<file path="src/rtl/mc_pkg.sv">
// Shared types for the multi-cycle sequencer: state encodings, retire counter width, decode helpers.
// Combinational only: no latency, no flow control.
package mc_pkg;

  localparam int RETIRE_W = 32;

  // Encodings 6 and 7 are illegal and recover to FETCH_IDLE.
  typedef enum logic [2:0] {
    FETCH_IDLE = 3'd0,
    FETCH      = 3'd1,
    DECODE     = 3'd2,
    EXEC       = 3'd3,
    MEM        = 3'd4,
    WB         = 3'd5
  } state_e;

  function automatic logic is_mem_op(input logic mrd, input logic mwr);
    return mrd | mwr;
  endfunction

  // Where to go after the PC update cycle: keep fetching only while run is held.
  function automatic state_e after_retire(input logic run);
    return run ? FETCH : FETCH_IDLE;
  endfunction

endpackage

</file>
<file path="src/rtl/mc_retire_cnt.sv">
// Retired-instruction counter (wraps modulo 2^RETIRE_W); only built with MC_RETIRE_CNT_EN.
// Count visible one cycle after the inc strobe; no backpressure.
`ifdef MC_RETIRE_CNT_EN
module mc_retire_cnt
  import mc_pkg::*;
(
  input  logic                clk,
  input  logic                rst,
  input  logic                inc,
  output logic [RETIRE_W-1:0] count
);

  logic [RETIRE_W-1:0] count_q;
  logic [RETIRE_W-1:0] count_d;

  always_comb begin
    count_d = count_q;
    if (inc) begin
      count_d = count_q + RETIRE_W'(1);
    end
  end

  always_ff @(posedge clk or posedge rst) begin
    if (rst) begin
      count_q <= '0;
    end else begin
      count_q <= count_d;
    end
  end

  assign count = count_q;

endmodule
`endif

</file>
<file path="src/rtl/mc_sequencer.sv">
// Multi-cycle FETCH/DECODE/EXEC/MEM/WB control sequencer; MC_RETIRE_CNT_EN adds a retire counter.
// Latency: ALU 4, load 5, store 4, squash 3 cycles at zero wait; stalls in FETCH/MEM until ready.
module mc_sequencer
  import mc_pkg::*;
(
  input  logic                clk,
  input  logic                rst,
  input  logic                run,
  input  logic                RegWR,
  input  logic                MRD,
  input  logic                MWR,
  input  logic                imem_ready,
  input  logic                dmem_ready,
  output logic                imem_rd,
  output logic                dmem_rd,
  output logic                dmem_wr,
  output logic                ir_we,
  output logic                flag_we,
  output logic                rf_we,
  output logic                pc_we,
  output logic [2:0]          state,
  output logic                instr_done,
  output logic [RETIRE_W-1:0] retire_cnt
);

  state_e state_q;
  state_e state_d;

  always_ff @(posedge clk or posedge rst) begin
    if (rst) begin
      state_q <= FETCH_IDLE;
    end else begin
      state_q <= state_d;
    end
  end

  always_comb begin
    state_d = state_q;
    imem_rd = 1'b0;
    dmem_rd = 1'b0;
    dmem_wr = 1'b0;
    ir_we   = 1'b0;
    flag_we = 1'b0;
    rf_we   = 1'b0;
    pc_we   = 1'b0;

    unique case (state_q)
      FETCH_IDLE: begin
        if (run) begin
          state_d = FETCH;
        end
      end
      FETCH: begin
        imem_rd = 1'b1;
        if (imem_ready) begin
          ir_we   = 1'b1;
          state_d = DECODE;
        end
      end
      DECODE: begin
        state_d = EXEC;
      end
      EXEC: begin
        flag_we = 1'b1;
        if (is_mem_op(MRD, MWR)) begin
          state_d = MEM;
        end else if (RegWR) begin
          state_d = WB;
        end else begin
          pc_we = 1'b1;
        end
      end
      MEM: begin
        // A simultaneous read+write decode is treated as a store.
        dmem_wr = MWR;
        dmem_rd = MRD & ~MWR;
        if (dmem_ready) begin
          if (RegWR) begin
            state_d = WB;
          end else begin
            pc_we = 1'b1;
          end
        end
      end
      WB: begin
        rf_we = 1'b1;
        pc_we = 1'b1;
      end
      default: begin
        state_d = FETCH_IDLE;
      end
    endcase

    if (pc_we) begin
      state_d = after_retire(run);
    end
  end

  assign state      = state_q;
  assign instr_done = pc_we;

`ifdef MC_RETIRE_CNT_EN
  mc_retire_cnt u_retire_cnt (
    .clk   (clk),
    .rst   (rst),
    .inc   (pc_we),
    .count (retire_cnt)
  );
`else
  assign retire_cnt = '0;
`endif

  a_rd_wr_exclusive : assert property (@(posedge clk) disable iff (rst) !(dmem_rd && dmem_wr));
  a_state_legal     : assert property (@(posedge clk) disable iff (rst) state_q inside {FETCH_IDLE, FETCH, DECODE, EXEC, MEM, WB});
  a_single_strobe   : assert property (@(posedge clk) disable iff (rst) $onehot0({ir_we, flag_we, rf_we}));

endmodule

</file>
<file path="config.mk">
export PLATFORM = sky130hd
export DESIGN_NAME = mc_sequencer
export DESIGN_NICKNAME = d
export VERILOG_FILES = /design/src/rtl/mc_pkg.sv /design/src/rtl/mc_retire_cnt.sv /design/src/rtl/mc_sequencer.sv
export SDC_FILE = /design/constraint.sdc
export NUM_CORES = 1
export LEC_CHECK = 0
export ABC_AREA = 1
export CORE_MARGIN = 2
export CORE_UTILIZATION = 33
export DETAILED_ROUTE_END_ITERATION = 10
export PLACE_DENSITY = 0.85
export SLEW_MARGIN = 20
export SYNTH_ARGS = -nofsm -noshare
export SYNTH_HDL_FRONTEND = slang
export SYNTH_SLANG_ARGS = --single-unit
</file>
<file path="constraint.sdc">
create_clock -name clk -period 3.2 [get_ports clk]
set_clock_uncertainty 0.2 [all_clocks]
set_input_delay 0.8 -clock clk [delete_from_list [all_inputs] [get_ports clk]]
set_output_delay 0.8 -clock clk [all_outputs]
set_load 0.1 [all_outputs]
</file>
======== Yosys cells after proc, flatten, opt, wreduce, memory -nomap -nowiden ========
Index checks and enable logic that the tools add are counted.
word-level totals
  bits in registers ....................... 3
  output and inout port bits .............. 43
  word-level logic and storage cells ...... 34
operators by class
  eq/ne operators ......................... 9
  muxes and demuxes ....................... 19
  bitwise logic cells ..................... 3
  reduce and logical (&&, ||, !) cells .... 2
operator list
  cell                  number
  $mux W3               6
  $pmux W3 S6           1
  $mux W1               11
  $ne A3 B3 Y1 const B  3
  $eq A3 B2 Y1 const B  2
  $eq A3 B3 Y1 const B  2
  $reduce_and A4 Y1     1
  $eq A3 B1 Y1 const B  1
  $logic_not A3 Y1      1
  $pmux W1 S3           1
  $ne A2 B2 Y1 const B  1
  $and A1 B1 Y1         1
  $not A1 Y1            1
  $or A1 B1 Y1          1

======== Logic depth before layout (Yosys ltp) ========
  word-level depth ........................ 5
  gate-level depth with buffers ........... 8

======== Least setup slack after synthesis ========
OpenSTA, ideal clock, no wires.
  path kind ............................... register to output
  from .................................... register state_q[2] (netlist: state[2])
  to ...................................... output dmem_rd
  arrival ................................. 2716 ps
  data required time ...................... 2200 ps
  path slack .............................. -516 ps
  cell stages (with the launch flop) ...... 5
  path buffers ............................ 0
  cells stage by stage .................... dfrtp_1 -> nand2_1 -> nor2_1 -> inv_1 -> nor2_1
on the way
  word-level cells in the longest chain between the ends .. 2
ends and longest elaborated chain
  what                    line                text
  from (decl)             mc_sequencer.sv:26  state_e state_q;
  from (signal assigned)  mc_sequencer.sv:33  state_q <= state_d;
  $eq A3 B3 Y1            mc_sequencer.sv:47  unique case (state_q)
  $mux W1                 mc_sequencer.sv:47
  to (decl)               mc_sequencer.sv:15  output logic dmem_rd,
Every way passes these cells.

======== Final worst setup path ========
  from .................................... input MWR
  to ...................................... output instr_done
on the way
  word-level cells in the longest chain between the ends .. 3
ends and longest elaborated chain
  what          line                text
  from (decl)   mc_sequencer.sv:11  input logic MWR,
  $or A1 B1 Y1  mc_pkg.sv:18        return mrd | mwr;
  $mux W1       mc_sequencer.sv:65  if (is_mem_op(MRD, MWR)) begin
  $pmux W1 S3   mc_sequencer.sv:47
  to (decl)     mc_sequencer.sv:22  output logic instr_done,
Every way passes these cells.

==> impl_metrics.env <==
export IMPL_status="finished, final reports clean"
export IMPL_antenna_left=0
export IMPL_grt_pass1_vias=413
export IMPL_fin_setup_tns_ns=0
export IMPL_gr_total_overflow=0
export IMPL_reg2reg_depth=7
export IMPL_die_w_um=45.3
export IMPL_clk_latency_ns=0.23
export IMPL_synth_seq_cells=3
export IMPL_worstSetupStartpointType="input pin"
export IMPL_cp_required_ns=2.20
export IMPL_fmax_ghz=0.343
export IMPL_synthesis_instances=91
export IMPL_routed_wl_mm=1.03
export IMPL_hp_class="reg2reg"
export IMPL_vias_per_cell=3.83
export IMPL_gp_congestion=0.721
export IMPL_antenna_found_initial=0
export IMPL_postCtsResizedCells=0
export IMPL_ys_types=15
export IMPL_row_count=14
export IMPL_end_kind="output port"
export IMPL_clockBufferDepth=2
export IMPL_hold_path_startpoint="state[2]$_DFFE_PP0P_"
export IMPL_r2r_start="state[1]$_DFFE_PP0P_"
export IMPL_grt_usage_pct=10.4
export IMPL_finalHoldViolCount=0
export IMPL_root_buffer="clkbuf_4"
export IMPL_met1_length_um=387
export IMPL_core_area_um2=1560
export IMPL_yosys_warnings=0
export IMPL_rrSetupSlack_ns=1.67
export IMPL_diodes=0
export IMPL_cpPeakStageDelay_ns=0.41
export IMPL_num_vias=486
export IMPL_wl_met3_um=95
export IMPL_crit_chain="clkdlybuf4s50_1 -> nor2_1 -> nand3_1 -> nand2_4 -> buf_12"
export IMPL_r2r_end="state[1]$_DFFE_PP0P_"
export IMPL_hpwl_um=902
export IMPL_cts_hold_repair_buffers=0
export IMPL_grt_pass1_wl_mm=1.57
export IMPL_drc_errors=0
export IMPL_syn_area_per_cell_um2=6.19
export IMPL_drt_iter0_markers=21
export IMPL_initial_core_util_pct=36.1
export IMPL_synth_seq_area_share_pct=13.3
export IMPL_die_height_um=45.3
export IMPL_dpl_worst_slack_ns=0.264
export IMPL_postCtsSetupBuffers=0
export IMPL_holdPathStages=2
export IMPL_syn_to_final_growth_pct=26.4
export IMPL_cp_slowest_cell="clkdlybuf4s50_1"
export IMPL_cpLargestDelayFamily="buffers and inverters"
export IMPL_drtPass1Iterations=4
export IMPL_finalMaxSlewViolations=0
export IMPL_setup_slack_ns=0.285
export IMPL_ios=51
export IMPL_grt_max_degree=8
export IMPL_worstPathMaxFanout=4
export IMPL_final_nets=120
export IMPL_fin_crit_sh_pct=91.1
export IMPL_layout_min_cycle_time_ns=2.92
export IMPL_cts_made_buffers=3
export IMPL_cap_violations=0
export IMPL_highest_layer="met3"
export IMPL_crit_type="in2out"
export IMPL_dr_wl_met2_um=542
export IMPL_clk_pin_slew_ns=0.04
export IMPL_nFillCells=164
export IMPL_htreeDepth=1
export IMPL_min_to="state[1]$_DFFE_PP0P_"
export IMPL_io_buffer_count=18
export IMPL_die_area_um2=2050
export IMPL_cts_sinks=3
export IMPL_cts_tree="built"
export IMPL_worstPathBufferInverterCount=2
export IMPL_worstPathArrival_ns=1.92
export IMPL_syn_area_um2=563
export IMPL_wl_per_cell_um=8.07
export IMPL_largest_reg_flops=3
export IMPL_rsz0062_at_grt="false"
export IMPL_drive_above_1_share_pct=22.5
export IMPL_setup_viol=0
[cells in the final DEF, fill, tap and decap left out, drive strengths merged]
| cell | Yosys | layout |
|---|---|---|
| nor2 | 14 | 14 |
| nand2 | 17 | 17 |
| buf | 33 | 11 |
| clkbuf | 0 | 4 |
| dfrtp | 3 | 3 |
| o21a | 1 | 1 |
| clkdlybuf4s50 | 0 | 7 |
| o21ai | 2 | 2 |
| conb | 1 | 32 |
| nand3 | 7 | 7 |
| nor3 | 1 | 1 |
| a21oi | 2 | 2 |
| inv | 10 | 10 |
[worst max-delay path by stage]
stage	startpoint	end	slack [ns]	depth (start not counted)
after CTS	MWR	instr_done	0.27	5
after global placement	MWR	instr_done	0.31	5
final	MWR	instr_done	0.28	5
after global routing	MWR	pc_we	0.17	5
after floorplan	state[1]$_DFFE_PP0P_	pc_we	0.008	5
after detailed placement	MWR	pc_we	0.26	5
[through the flow]
stage	cells	hold WS (ns)	area, µm²	util, %
after floorplan	122	0.354	698	-
after global placement	123	0.486	686	44.0
after detailed placement	123	0.500	686	44.0
after CTS	127	0.509	712	45.7
after global routing	127	0.540	712	45.7
final	127	0.515	712	45.7
[worst reg2reg max path, cell delays in order (launching register included)]
cell and delay [ns]:
dfrtp_4 0.50, inv_1 0.08, nand2_1 0.09, nor2_1 0.21, nand2_1 0.07, nand3_1 0.07, nand2_1 0.07, o21a_1 0.11
[kinds of logic (layout without fill, tap and decap cells)]
kind of cell | count (synthesis) | after routing | share of synthesized area (%)
AO/OA/AOI/OAI | 5 | 5 | 4.89
buffers and inverters | 43 | 32 | 50.7
flip-flops | 3 | 3 | 13.3
other | 1 | 32 | 0.666
AND/OR/NAND/NOR | 39 | 39 | 30.4
[Yosys cell counts]
library cell | count | area, µm²
a21oi_1 | 2 | 10.0
nand2_1 | 14 | 52.6
buf_4 | 33 | 248
dfrtp_1 | 3 | 75.1
conb_1 | 1 | 3.75
o21ai_0 | 1 | 5.00
inv_2 | 2 | 7.51
nor2_4 | 1 | 11.3
nor3_1 | 1 | 5.00
o21a_1 | 1 | 7.51
nor2_1 | 13 | 48.8
o21ai_1 | 1 | 5.00
inv_1 | 8 | 30.0
nand3_1 | 7 | 35.0
nand2_2 | 3 | 18.8
[cell type report]
class | count | area (µm²) | area share (%)
Inverter | 10 | 37.5 | 5.27
Timing Repair Buffer | 18 | 215 | 30.2
Tap cell | 16 | 20.0 | 2.81
Clock buffer | 4 | 26.3 | 3.69
Multi-Input combinational cell | 76 | 329 | 46.2
Sequential cell | 3 | 83.8 | 11.8
[layer usage]
metal / track usage [%] / up-vias
li1: - / 251
met3: 1.20 / 0
met1: 11.7 / 197
met5: 0 / -
met2: 18.9 / 38
met4: 5.29 / 0
Power is not shown: default switching activity piles up to over one toggle a cycle in this logic, so the estimate is an artifact.
